===== src/rtl/uart_defs_pkg.sv =====
// Definitions shared by the UART transmitter and receiver.
// Holds the common FSM encoding and the bit-period derivation.
package uart_defs_pkg;

    // Same encoding as uart_tx, so both ends decode the same state numbers.
    typedef enum logic [1:0] {
        IDLE  = 2'd0,
        START = 2'd1,
        RECV  = 2'd2,
        STOP  = 2'd3
    } uart_state_t;

    function automatic int cycles_per_bit(input int clk_hz, input int bit_rate);
        return clk_hz / bit_rate;
    endfunction

endpackage


===== src/rtl/uart_rx_sync.sv =====
// Two-flop synchronizer for the asynchronous RX pin, followed by a delay
// flop so that a registered falling edge can be detected.
module uart_rx_sync #(
    parameter logic RESET_VALUE = 1'b1
) (
    input  logic clk,
    input  logic reset,
    input  logic rxd,
    output logic synced,
    output logic fall
);

    logic meta;
    logic sync_q;
    logic delay_q;

    always_ff @(posedge clk) begin
        if (reset) begin
            meta    <= RESET_VALUE;
            sync_q  <= RESET_VALUE;
            delay_q <= RESET_VALUE;
        end else begin
            meta    <= rxd;
            sync_q  <= meta;
            delay_q <= sync_q;
        end
    end

    assign synced = sync_q;
    assign fall   = delay_q & ~sync_q;

endmodule


===== src/rtl/uart_rx.sv =====
// UART receiver: start-bit validation, mid-bit sampling of an LSB-first
// payload and one-cycle strobes for good words, framing errors and breaks.
module uart_rx
    import uart_defs_pkg::*;
#(
    parameter int BIT_RATE     = 9600,
    parameter int CLK_HZ       = 50_000_000,
    parameter int PAYLOAD_BITS = 8,
    parameter int STOP_BITS    = 1
) (
    input  logic                    clk,
    input  logic                    reset,
    input  logic                    uart_rxd,
    input  logic                    uart_rx_en,
    output logic                    uartbusy,
    output logic                    uart_rx_valid,
    output logic [PAYLOAD_BITS-1:0] uart_rx_data,
    output logic                    uart_rx_frame_err,
    output logic                    uart_rx_break
);

    localparam int CYCLES_PER_BIT = cycles_per_bit(CLK_HZ, BIT_RATE);
    localparam int HALF_BIT       = CYCLES_PER_BIT / 2;
    localparam int COUNT_REG_LEN  = 1 + $clog2(CYCLES_PER_BIT);

    localparam logic [COUNT_REG_LEN-1:0] BIT_END  = COUNT_REG_LEN'(CYCLES_PER_BIT - 1);
    localparam logic [COUNT_REG_LEN-1:0] HALF_END = COUNT_REG_LEN'(HALF_BIT - 1);
    localparam logic [COUNT_REG_LEN-1:0] CNT_ONE  = COUNT_REG_LEN'(1);
    localparam logic [3:0]               LAST_DATA = 4'(PAYLOAD_BITS - 1);
    localparam logic [3:0]               LAST_STOP = 4'(STOP_BITS - 1);

    uart_state_t             state;
    logic [COUNT_REG_LEN-1:0] cycle_counter;
    logic [3:0]              bit_counter;
    logic [PAYLOAD_BITS-1:0] shift_reg;
    logic [PAYLOAD_BITS-1:0] shift_next;
    logic                    stop_err;
    logic                    first_stop_low;

    logic synced;
    logic fall;
    logic half_done;
    logic bit_done;
    logic stop_err_next;
    logic first_low_final;

    uart_rx_sync #(
        .RESET_VALUE(1'b1)
    ) u_sync (
        .clk    (clk),
        .reset  (reset),
        .rxd    (uart_rxd),
        .synced (synced),
        .fall   (fall)
    );

    // New samples enter at the MSB so the first data bit ends up in bit 0.
    always_comb begin
        shift_next = shift_reg >> 1;
        shift_next[PAYLOAD_BITS-1] = synced;
    end

    assign half_done       = (cycle_counter == HALF_END);
    assign bit_done        = (cycle_counter == BIT_END);
    assign stop_err_next   = stop_err | ~synced;
    assign first_low_final = (bit_counter == 4'd0) ? ~synced : first_stop_low;

    always_ff @(posedge clk) begin
        if (reset) begin
            state             <= IDLE;
            cycle_counter     <= '0;
            bit_counter       <= '0;
            shift_reg         <= '0;
            stop_err          <= 1'b0;
            first_stop_low    <= 1'b0;
            uartbusy          <= 1'b0;
            uart_rx_valid     <= 1'b0;
            uart_rx_data      <= '0;
            uart_rx_frame_err <= 1'b0;
            uart_rx_break     <= 1'b0;
        end else begin
            uart_rx_valid     <= 1'b0;
            uart_rx_frame_err <= 1'b0;
            uart_rx_break     <= 1'b0;

            case (state)
                IDLE: begin
                    cycle_counter  <= '0;
                    bit_counter    <= '0;
                    stop_err       <= 1'b0;
                    first_stop_low <= 1'b0;
                    // Only an edge starts a frame, so a stuck-low line cannot retrigger.
                    if (fall && uart_rx_en) begin
                        state    <= START;
                        uartbusy <= 1'b1;
                    end
                end

                START: begin
                    if (half_done) begin
                        cycle_counter <= '0;
                        if (!synced) begin
                            state <= RECV;
                        end else begin
                            state    <= IDLE;
                            uartbusy <= 1'b0;
                        end
                    end else begin
                        cycle_counter <= cycle_counter + CNT_ONE;
                    end
                end

                RECV: begin
                    if (bit_done) begin
                        cycle_counter <= '0;
                        shift_reg     <= shift_next;
                        if (bit_counter == LAST_DATA) begin
                            bit_counter <= '0;
                            state       <= STOP;
                        end else begin
                            bit_counter <= bit_counter + 4'd1;
                        end
                    end else begin
                        cycle_counter <= cycle_counter + CNT_ONE;
                    end
                end

                STOP: begin
                    if (bit_done) begin
                        cycle_counter <= '0;
                        stop_err      <= stop_err_next;
                        if (bit_counter == 4'd0) begin
                            first_stop_low <= ~synced;
                        end
                        // Leaving STOP and strobing share one edge, so a start
                        // edge inside the last half stop bit is still caught.
                        if (bit_counter == LAST_STOP) begin
                            bit_counter <= '0;
                            state       <= IDLE;
                            uartbusy    <= 1'b0;
                            if (!stop_err_next) begin
                                uart_rx_valid <= 1'b1;
                                uart_rx_data  <= shift_reg;
                            end else if (first_low_final && (shift_reg == '0)) begin
                                uart_rx_break <= 1'b1;
                            end else begin
                                uart_rx_frame_err <= 1'b1;
                            end
                        end else begin
                            bit_counter <= bit_counter + 4'd1;
                        end
                    end else begin
                        cycle_counter <= cycle_counter + CNT_ONE;
                    end
                end

                default: begin
                    state         <= IDLE;
                    uartbusy      <= 1'b0;
                    cycle_counter <= '0;
                    bit_counter   <= '0;
                end
            endcase
        end
    end

endmodule


===== config.mk =====
export PLATFORM = sky130hd
export DESIGN_NAME = uart_rx
export DESIGN_NICKNAME = d
export VERILOG_FILES = /design/src/rtl/uart_defs_pkg.sv /design/src/rtl/uart_rx_sync.sv /design/src/rtl/uart_rx.sv
export SDC_FILE = /design/constraint.sdc
export NUM_CORES = 1
export LEC_CHECK = 0
export BUFFER_PORTS_ARGS = -buffer_cell sky130_fd_sc_hd__buf_4
export CAP_MARGIN = 20
export CORE_MARGIN = 1.5
export CORE_UTILIZATION = 40
export CTS_CLUSTER_DIAMETER = 100
export DETAILED_ROUTE_END_ITERATION = 12
export GPL_TIMING_DRIVEN = 0
export PLACE_DENSITY_LB_ADDON = 0.3
export SKIP_LAST_GASP = 1
export SYNTH_ARGS = -nofsm -noshare
export SYNTH_HDL_FRONTEND = slang
export SYNTH_HIERARCHICAL = 1
export SYNTH_SLANG_ARGS = --single-unit

===== constraint.sdc =====
create_clock -name clk -period 1.8 [get_ports clk]
set_clock_uncertainty 0.05 [all_clocks]
set_input_delay 0.18 -clock clk [delete_from_list [all_inputs] [get_ports clk]]
set_output_delay 0.18 -clock clk [all_outputs]
set_load 0.005 [all_outputs]

==> results of run 1 <==
timing repair:
item                       4_1_cts  5_1_grt
setup buffers                    2        4
pin swaps                        0        9
cloned                           0        3
setup endpoints to repair       35       40
resized for setup                6       40
power by group through the flow:
| stage | Clock, mW | Combinational [mW] | Sequential (mW) |
|---|---|---|---|
| 2_1_floorplan | 0 | 0.0351 | 1.03 |
| 3_3_place_gp | 0 | 0.0562 | 1.03 |
| 3_5_place_dp | 0 | 0.0565 | 1.03 |
| 4_1_cts | 0.777 | 0.0579 | 1.00 |
| 5_1_grt | 0.823 | 0.0742 | 1.00 |
| 6_report | 0.764 | 0.0690 | 1.00 |
how the worst max path moves through the flow:
| stage | to | slack [ns] | depth (start not counted) |
|---|---|---|---|
| 6_report | cycle_counter[5] | 0.04 | 7 |
| 2_1_floorplan | cycle_counter[10] | 0.12 | 6 |
| 3_5_place_dp | uart_rx_data[4] | -0.17 | 6 |
| 4_1_cts | cycle_counter[11] | 0.03 | 7 |
| 3_3_place_gp | uart_rx_data[7] | -0.16 | 6 |
| 5_1_grt | cycle_counter[5] | -0.03 | 7 |
layer usage:
metal	track usage	share of wire
met4	0.0556	0.0089
met5	0	0
met3	0.0335	0.035
met2	0.247	0.45
met1	0.254	0.51
critical path: stages (launching register included):
cell	delay (ns)
dfxtp_4	0.38
ha_4	0.14
nor4b_4	0.18
buf_4	0.18
and4_4	0.28
a2bb2oi_4	0.21
buf_6	0.17
nor3_2	0.05
layout make-up:
type / count / area [um^2]
buffer: 16 / 101
clock buffer: 6 / 72.6
clock inverter: 2 / 38.8
fill: 491 / 2450
inverter: 8 / 30.0
multi-input combinational: 170 / 1260
sequential: 45 / 908
tap: 70 / 87.6
timing repair buffer: 24 / 183
Yosys cell counts (all sizes together), types with 2 or more instances:
library cell	n	share of area
dfxtp	45	0.42
nand4	24	0.073
a21oi	22	0.051
o21ai	18	0.042
nor3	16	0.037
nand3	13	0.030
clkbuf	10	0.018
inv	8	0.014
buf	7	0.023
nand2	6	0.011
nor2	6	0.011
xnor2	6	0.025
xor2	6	0.025
nor4	5	0.015
ha	4	0.023
nor3b	4	0.016
and4	3	0.013
nand2b	3	0.0088
nor2b	3	0.0088
or2	3	0.0088
a311oi	2	0.0082
and2	2	0.0059
and3	2	0.0059
and3b	2	0.0082
nand3b	2	0.0070
nor4b	2	0.015
cells in the final DEF (no fill, tap or decap), drive strengths merged, types with 2 or more instances in the layout:
master / Yosys / routed
nand3b: 2 / 2
nand2b: 3 / 3
xor2: 6 / 6
and3b: 2 / 2
nor3: 16 / 16
nand3: 13 / 13
nand2: 6 / 6
nor3b: 4 / 4
ha: 4 / 4
clkbuf: 10 / 14
nand4: 24 / 24
inv: 8 / 8
nor4b: 2 / 2
dfxtp: 45 / 45
a21oi: 22 / 22
and3: 2 / 2
and4: 3 / 3
or2: 3 / 3
nor4: 5 / 5
o21ai: 18 / 18
nor2: 6 / 6
xnor2: 6 / 6
a311oi: 2 / 2
buf: 7 / 32
and2: 2 / 2
nor2b: 3 / 3
cells by family (layout without fill, tap and decap cells):
group,Yosys count,after routing,share of synthesized area
simple gates,101,101,0.297
compound gates,52,52,0.149
flops,45,45,0.421
buf+inv,25,56,0.0550
xor+xnor,12,12,0.0492
fa+ha+maj,4,4,0.0234
mux,1,1,0.00468
through the flow:
step                      instances  instance area, um^2  utilization  hold WS, ns
after floorplan                 240                 2140            -        0.227
after global placement          325                 2340        0.455        0.314
after detailed placement        325                 2340        0.455        0.327
after CTS                       334                 2480        0.483       0.0205
after global routing            341                 2690        0.522       0.0141
final                           341                 2690        0.522       0.0214
==> results by group, run 1 <==
Run status
  • Status: complete, no violations

STA
  • Setup tns final: 0 ns
  • Setup violators final: 0
  • Unrepaired setup endpoints after global routing: true
  • Final min period: 1.76 ns
  • Final Cycle Share: 0.977
  • Post-route setup slack: 0.0411 ns
  • Max transition margin: 0.530
  • Fmax: 0.569 GHz
  • Fin. Hold Viols: 0
  • Measured slew at the worst slew-check pin: 0.706 ns
  • Max-slew violations: 0

Power and ir drop
  • Clock network power share: 0.416
  • PD cells: 683 nW/um^2
  • Net Sw Power: 0.399 mW
  • Net Sw Frac: 0.218
  • Sequential Power Share: 0.546
  • Comb pwr share: 0.038
  • Tot Pwr: 1.84 mW
  • Static leakage: 0.887 nW
  • Internal: 1.44 mW
  • Worst ir drop on vdd: 0.481 mV

Global routing
  • Initial antenna violation count: 0
  • Largest net degree at the start of global routing: 15
  • Overflow after GRT: 0
  • Gr usage total: 0.171
  • Vias in the first global route: 1,640
  • First-pass GRT wire length: 8060 um

Worst setup path
  • CP startpoint: cycle_counter[1]
  • Type of the worst setup path: flop to flop
  • Data arrival, critical path: 1.87 ns
  • Register-to-Register Path Depth: 7
  • Startpoint types: flop
  • Worst r2r src: cycle_counter[1]
  • Element type at the critical path end: flop
  • Reg-to-reg endpoint: cycle_counter[5]
  • R2R Setup Slk: 0.04 ns
  • Required @ worst endpoint: 1.91 ns
  • Crit path max fanout: 5

Min path
  • HP Start: uart_rxd
  • Hold Path End: u_sync/meta
  • Hold Path Class: primary input to flop
  • Hold depth: 2

Placed design
  • Worst slack at placement: -0.171 ns
  • Gp weighted congestion: 0.838
  • Final HPWL DP: 3310 um
  • Port Buffer Count: 15

Synthesis
  • Sequential share of the synthesized area: 0.421
  • Syn Inst Count: 240
  • Post-Syn Area per Cell: 8.91 um^2
  • Synth Warn #: 6
  • Yosys reg bits: 45
  • Cell variety after synth: 49
  • Post-synthesis instance area: 2140 um^2
  • Post-synth EDFFs: 0
  • Ys flop type: dfxtp_1
  • Net count after synthesis: 248
  • Post-synth ARST share: 0

Floorplan
  • Core region area: 5140 um^2
  • Rows: 26
  • Die height: 76.1 um
  • Die width: 76.1 um
  • Die area: 5790 um^2
  • Starting Density: 0.416
  • Ports: 16

Flow run
  • Max-cap violation count: 0

Layout
  • Area growth, synth to finish: 25.6%
  • N_diodes: 0
  • # nets final: 278
  • Max reg flops: 14
  • Ratio of cells with drive above 1 in the final layout: 0.269

Clocking
  • Worst-path clk slew: 0.08 ns
  • CTS H-Tree Depth: 2
  • Clock root buffer: clkbuf_8
  • Clock Path Buffers: 2
  • Clk sinks: 45
  • CTS Buf Count: 5
  • Worst-skew pair later-pin latency: 0.30 ns
  • CTS hold repair buffers: 0
  • TritonCTS clock tree: built

Route
  • Vias: 1,880
  • Wire length per cell: 14.6 um
  • Detail Route Antenna Nets: 0
  • DRT iter0 DRCs: 174
  • Vias/cell: 5.51
  • Drt first pass iters: 5
  • DRC: 0
  • WL final: 4970 um
(Power assumes the default switching activity.)
==> run 2: changes to the inputs <==
ABC_AREA = 1   (was unset)
CELL_PAD_IN_SITES_DETAIL_PLACEMENT = 0   (was unset)
CELL_PAD_IN_SITES_GLOBAL_PLACEMENT = 1   (was unset)
CORE_UTILIZATION = 39   (was 40)
==> run 2 against run 1 <==
Effect of this change: first-iteration DRC count is 47% lower; setup slack better by 0.12 ns; worst hold slack better by 0.021 ns; highest routed layer unchanged; combinational power is 110% higher; largest power group unchanged; clock power is 16% lower; maximum frequency is 7.5% higher; count of clock-buffer cells in the layout is 1 lower; non-clock buffer count is 14 lower; area after synthesis is 2.9% higher; die area is 5.3% higher; total power is 0.92% lower; final cell count is 16% higher.
==> results by group, run 2 <==
STA
  • Fin. Hold Viols: 0 (unchanged)
  • Setup violators final: 0 (unchanged)
  • Final Cycle Share: 0.909 (-0.0684)
  • Max-slew violations: 0 (unchanged)
  • Fmax: 0.611 GHz (+7.5%)
  • Unrepaired setup endpoints after global routing: false
  • Measured slew at the worst slew-check pin: 0.504 ns (-0.201 ns)
  • Max transition margin: 0.664 (+0.134)
  • Final min period: 1.64 ns (-0.123 ns)
  • Setup tns final: 0 ns (unchanged)

Route
  • Vias/cell: 4.73 (-14%)
  • Met1 Wirelength: 2260 um (-11%)
  • Max Used Layer: met4
  • DRC: 0 (unchanged)
  • Detail Route Antenna Nets: 0 (unchanged)
  • Vias: 1,874 (-0.32%)
  • Drt first pass iters: 4 (-1)
  • Met3 routed WL: 127 um (-27%)
  • Met2 wire length: 1890 um (-14%)
  • Wire length per cell: 11.0 um (-24%)
  • WL final: 4370 um (-12%)
  • DRT iter0 DRCs: 92 (-47%)

Power and ir drop
  • Clock network power share: 0.353 (-0.063)
  • Sequential Power Share: 0.566 (+0.020)
  • PD cells: 722 nW/um^2 (+5.6%)
  • Worst ir drop on vdd: 0.378 mV (-22%)
  • Internal: 1.34 mW (-6.6%)
  • Net Sw Frac: 0.263 (+0.0451)
  • Net Sw Power: 0.477 mW (+20%)
  • Static leakage: 1.00 nW (+13%)
  • Comb pwr share: 0.081 (+0.043)

Layout
  • Commonest non-fill, non-tap cells in the layout: nor2_1, dfxtp_1, nand2_1
  • Ratio of cells with drive above 1 in the final layout: 0.198 (-0.0718)
  • Max reg flops: 14 (unchanged)
  • Area growth, synth to finish: 14.4%
  • Layout Cells excl Fill: 396 (+16%)
  • # nets final: 331 (+19%)
  • N_diodes: 0 (unchanged)
  • Commonest non-fill, non-tap cell in the layout: nor2_1

Clocking
  • Clock Path Buffers: 2 (unchanged)
  • CTS Buf Count: 5 (unchanged)
  • Worst-skew pair later-pin latency: 0.30 ns (about the same)
  • TritonCTS clock tree: built
  • CTS H-Tree Depth: 2 (unchanged)
  • Clk sinks: 45 (unchanged)
  • Worst-path clk slew: 0.09 ns (about the same)
  • Clock root buffer: clkbuf_8

Placed design
  • Port Buffer Count: 15 (unchanged)
  • Dpl cells: 387 (+19%)
  • Gp weighted congestion: 0.814 (-2.8%)
  • Final HPWL DP: 3250 um (-2.0%)

Worst setup path
  • R2R Setup Slk: 0.16 ns (+0.12 ns)
  • Element type at the critical path end: flop
  • Required @ worst endpoint: 1.95 ns (+0.04 ns)
  • Crit path max fanout: 10 (+5)
  • Startpoint types: flop
  • Data arrival, critical path: 1.79 ns (-0.08 ns)
  • Type of the worst setup path: flop to flop

Synthesis
  • Most frequent cells after synthesis: nor2_1, dfxtp_1, nand2_1, inv_1, nand3_1
  • Syn Inst Count: 300 (+25%)
  • Ys flop type: dfxtp_1
  • Post-synthesis instance area: 2200 um^2 (+2.9%)
  • Synth top area share: 0.409 (-0.0120)
  • Post-synth ARST share: 0 (unchanged)
  • Post-synth EDFFs: 0 (unchanged)
  • Yosys reg bits: 45 (unchanged)
  • Dominant cell by count in the synthesized netlist: nor2_1
  • Net count after synthesis: 308 (+24%)
  • Synth top area cells: dfxtp_1, nor2_1, nand2_1
  • Cell variety after synth: 34 (-31%)
  • Synth Warn #: 6 (unchanged)
  • Area leader, netlist: dfxtp_1
  • Post-Syn Area per Cell: 7.34 um^2 (-18%)
  • Sequential share of the synthesized area: 0.409 (-0.0120)

Floorplan
  • Core region area: 5470 um^2 (+6.5%)
  • Ports: 16 (unchanged)
  • Die height: 78.1 um (+2.6%)
  • Die width: 78.1 um (+2.6%)
  • Rows: 27 (+3.8%)
  • Starting Density: 0.402 (-0.0139)
  • Die area: 6100 um^2 (+5.3%)

Min path
  • Hold Path Class: primary input to flop

Flow run
  • Max-cap violation count: 0 (unchanged)

Global routing
  • First-pass GRT wire length: 7920 um (-1.7%)
  • Largest net degree at the start of global routing: 16 (+1)
  • Initial antenna violation count: 0 (unchanged)
  • Overflow after GRT: 0 (unchanged)
  • Vias in the first global route: 1,773 (+8.1%)
  • Gr usage total: 0.162 (-0.00934)

Run status
  • Status: complete, no violations
==> run 2: metrics by stage <==
stage               setup WS (ns)  total power, mW  instance area (um^2)   util  hold WS [ns]
floorplan                   0.236             1.16                  2200      -         0.222
global placement           0.0224             1.20                  2400  0.439         0.309
detailed placement         0.0236             1.20                  2400  0.439         0.313
CTS                       0.00632             1.84                  2500  0.457        0.0362
global route               0.0163             1.90                  2520  0.460        0.0503
finish                      0.164             1.82                  2520  0.460        0.0426
==> run 2: repair_timing <==
action                                  in CTS  in global routing
endpoints found under the setup margin       0                 30
setup buffers                                0                  0
hold buffers                                 1                  0
resized for setup                            0                  4
endpoints found under the hold margin        1                  0
==> run 2: worst max-delay path, stage by stage, from the launching register on <==
cell and delay (ns):
dfxtp_2 0.38, ha_4 0.17, nand4_1 0.10, nor3_1 0.14, and2_1 0.17, buf_6 0.14
nand2_4 0.07, buf_6 0.15, o21ai_2 0.12, a21oi_2 0.04
==> run 2: power by group through the flow <==
stage | Combinational [mW] | Clock (mW) | Sequential, mW
finish | 0.148 | 0.642 | 1.03
global route | 0.175 | 0.697 | 1.03
floorplan | 0.110 | 0 | 1.05
detailed placement | 0.148 | 0 | 1.05
CTS | 0.151 | 0.666 | 1.03
global placement | 0.148 | 0 | 1.05
==> run 2: cell type report <==
| type | instances | area (um^2) |
|---|---|---|
| sequential | 45 | 903 |
| tap | 72 | 90.1 |
| multi-input combinational | 206 | 1090 |
| fill | 600 | 2950 |
| inverter | 39 | 148 |
| clock inverter | 3 | 21.3 |
| timing repair buffer | 16 | 123 |
| clock buffer | 5 | 68.8 |
| buffer | 10 | 73.8 |
==> run 2: cell families (layout without fill, tap and decap cells) <==
kind of cell	count (synthesis)	in the layout	share of synthesized area
fa+ha+maj	4	4	0.0227
xor+xnor	7	7	0.0279
buf+inv	49	73	0.101
compound gates	44	44	0.112
flops	45	45	0.409
simple gates	151	151	0.327
==> run 2: worst paths after layout <==
kind                                        from             to  cells past startpoint
worst min register to register       u_sync/meta  u_sync/synced                      2
worst min-delay path                       reset    u_sync/meta                      3
worst max register to register  cycle_counter[0]   shift_reg[2]                      9
worst max-delay path            cycle_counter[0]   shift_reg[2]                      9
==> run 2: metal layers <==
metal	vias to the layer above	track usage
met5	-	0
met2	23	0.253
met1	832	0.219
li1	1012	-
met4	0	0.0554
met3	7	0.0360
==> run 3: changes to the inputs <==
PLACE_DENSITY_LB_ADDON = 0.1   (was 0.3)
REMOVE_ABC_BUFFERS = 1   (was unset)
==> run 3 against run 2 <==
Effect of this change: register-to-register slack is essentially flat; sequential power is essentially flat; wire length shrank 0.30%; count of clock-buffer cells in the layout is the same; flip-flop and latch count is the same; setup slack gained 0.0035 ns; total power grew 6.7%; non-clock buffer count shrank 10; worst hold slack gained 0.024 ns; largest cell class unchanged.
==> results by group, run 3 (same netlist as run 2, synthesis figures left out) <==
Layout
  • Max reg flops: 14 (unchanged)
  • Area growth, synth to finish: 12.5%
  • Layout Cells excl Fill: 386 (-2.5%)
  • Post-route cell area: 2480 um^2 (-1.7%)
  • Ratio of cells with drive above 1 in the final layout: 0.182 (-0.0160)
  • Commonest non-fill, non-tap cell in the layout: nor2_1
  • N_diodes: 0 (unchanged)
  • # nets final: 321 (-3.0%)
  • Commonest non-fill, non-tap cells in the layout: nor2_1, dfxtp_1, nand2_1

Worst setup path
  • Type of the worst setup path: flop to flop
  • Worst path max stage delay: 0.39 ns (about the same)
  • CP Cell Sequence: ha_2 -> nand4_1 -> nor3_2 -> and2_4 -> nand2_4 -> o21ai_0 -> a21oi_1
  • CP max stage cell: dfxtp_1
  • Element type at the critical path end: flop
  • Top delay family on crit path: simple AND/OR/NAND/NOR gates
  • Data arrival, critical path: 1.78 ns (about the same)
  • Worst Path Buf+Inv: 0 (-2)
  • R2R Setup Slk: 0.17 ns (about the same)
  • Register-to-Register Path Depth: 7 (-2)
  • Worst r2r src: cycle_counter[0]
  • Required @ worst endpoint: 1.95 ns (about the same)
  • Reg-to-reg endpoint: shift_reg[4]
  • Crit path max fanout: 16 (+6)
  • Startpoint types: flop

Run status
  • Status: complete, no violations

Power and ir drop
  • Worst ir drop on vdd: 0.318 mV (-16%)
  • PD cells: 784 nW/um^2 (+8.6%)
  • Static leakage: 0.994 nW (-1.1%)

Placed design
  • Gp weighted congestion: 0.763 (-6.3%)
  • Final HPWL DP: 3170 um (-2.3%)
  • Area post-placement: 2330 um^2 (-3.1%)
  • Port Buffer Count: 15 (unchanged)
  • Dpl cells: 377 (-2.6%)

Clocking
  • Worst-path clk slew: 0.09 ns (about the same)
  • Worst-skew pair later-pin latency: 0.30 ns (about the same)
  • Clock root buffer: clkbuf_8
  • CTS H-Tree Depth: 2 (unchanged)
  • Clk sinks: 45 (unchanged)
  • TritonCTS clock tree: built
  • CTS Buf Count: 5 (unchanged)
  • Clock Path Buffers: 2 (unchanged)

Floorplan
  • Die width: 78.1 um (unchanged)
  • Rows: 27 (unchanged)
  • Die height: 78.1 um (unchanged)
  • Starting Density: 0.402 (unchanged)
  • Ports: 16 (unchanged)
  • Die area: 6100 um^2 (unchanged)
  • Core region area: 5470 um^2 (unchanged)

Global routing
  • Initial antenna violation count: 0 (unchanged)
  • Overflow after GRT: 0 (unchanged)
  • Vias in the first global route: 1,689 (-4.7%)
  • First-pass GRT wire length: 7700 um (-2.8%)
  • Largest net degree at the start of global routing: 22 (+6)
  • Gr usage total: 0.157 (-0.00402)

Route
  • DRC: 0 (unchanged)
  • Vias: 1,822 (-2.8%)
  • DRT iter0 DRCs: 111 (+21%)
  • Wire length per cell: 11.3 um (+2.3%)
  • WL final: 4360 um (-0.30%)
  • Drt first pass iters: 4 (unchanged)
  • Vias/cell: 4.72 (-0.26%)
  • Detail Route Antenna Nets: 0 (unchanged)

STA
  • Setup tns final: 0 ns (unchanged)
  • Hold_ws: 0.0663 ns (+0.0236 ns)
  • Final min period: 1.63 ns (-0.00353 ns)
  • Setup violators final: 0 (unchanged)
  • Fmax: 0.613 GHz (+0.22%)
  • Max transition margin: 0.543 (-0.121)
  • Measured slew at the worst slew-check pin: 0.685 ns (+0.180 ns)
  • Max-slew violations: 0 (unchanged)
  • Final Cycle Share: 0.907 (-0.00196)
  • Fin. Hold Viols: 0 (unchanged)

Min path
  • HP Start: reset
  • Hold depth: 2 (-1)
  • Hold Path Class: primary input to flop
  • Hold Path End: first_stop_low

Flow run
  • Max-cap violation count: 0 (unchanged)
run 3: cell types whose count changed in the layout (fill, tap and decap cells not counted), moves of 2 or more:
| cell | change |
|---|---|
| buf_2 | -2 |
| buf_6 | -4 |
| clkbuf_1 | -3 |
| dfxtp_1 | +2 |
| dfxtp_2 | -2 |
run 3: worst max-delay path by stage:
stage | slack, ns | cells past startpoint | startpoint | endpoint
2_1_floorplan | 0.18 | 7 | cycle_counter[0] | shift_reg[0]
3_3_place_gp | -0.15 | 7 | cycle_counter[0] | shift_reg[4]
3_5_place_dp | -0.12 | 7 | cycle_counter[0] | shift_reg[4]
4_1_cts | 0.02 | 7 | cycle_counter[0] | shift_reg[7]
5_1_grt | -0.01 | 7 | cycle_counter[0] | shift_reg[4]
6_report | 0.17 | 7 | cycle_counter[0] | shift_reg[4]
run 3: report_power, final:
part	leakage, nW	internal (mW)	switching, mW
Clock	0.0543	0.415	0.355
Combinational	0.576	0.0506	0.0928
Sequential	0.363	1.01	0.0177
Total	0.994	1.47	0.465
run 3: cell type report:
class / instances / area [um^2]
fillers: 586 / 3000
multi-input cells: 206 / 1100
flip-flops and latches: 45 / 901
inverters: 39 / 148
repair buffers: 16 / 123
well taps: 72 / 90.1
clock buffers: 5 / 68.8
clock inverters: 3 / 46.3
run 3: metrics by stage:
stage | power, mW | setup slack [ns] | utilization
4_1_cts | 1.97 | 0.0151 | 0.449
6_report | 1.94 | 0.168 | 0.452
3_3_place_gp | 1.19 | -0.149 | 0.426
5_1_grt | 2.04 | -0.0112 | 0.452
3_5_place_dp | 1.19 | -0.117 | 0.426
2_1_floorplan | 1.15 | 0.176 | -
run 3: routing by layer:
metal  global-route usage  routed length, um
met1                0.218               2290
met2                0.241               1880
met3               0.0395                126
met4               0.0482                 61
met5                    0                  0
run 3: what timing repair did:
item | 4_1_cts | 5_1_grt
gates cloned | 0 | 0
setup endpoints to repair | 16 | 36
hold buffers | 1 | 0
buffers inserted | 0 | 0
resized for setup | 1 | 6
endpoints found under the hold margin | 1 | 0
pin swaps | 0 | 2
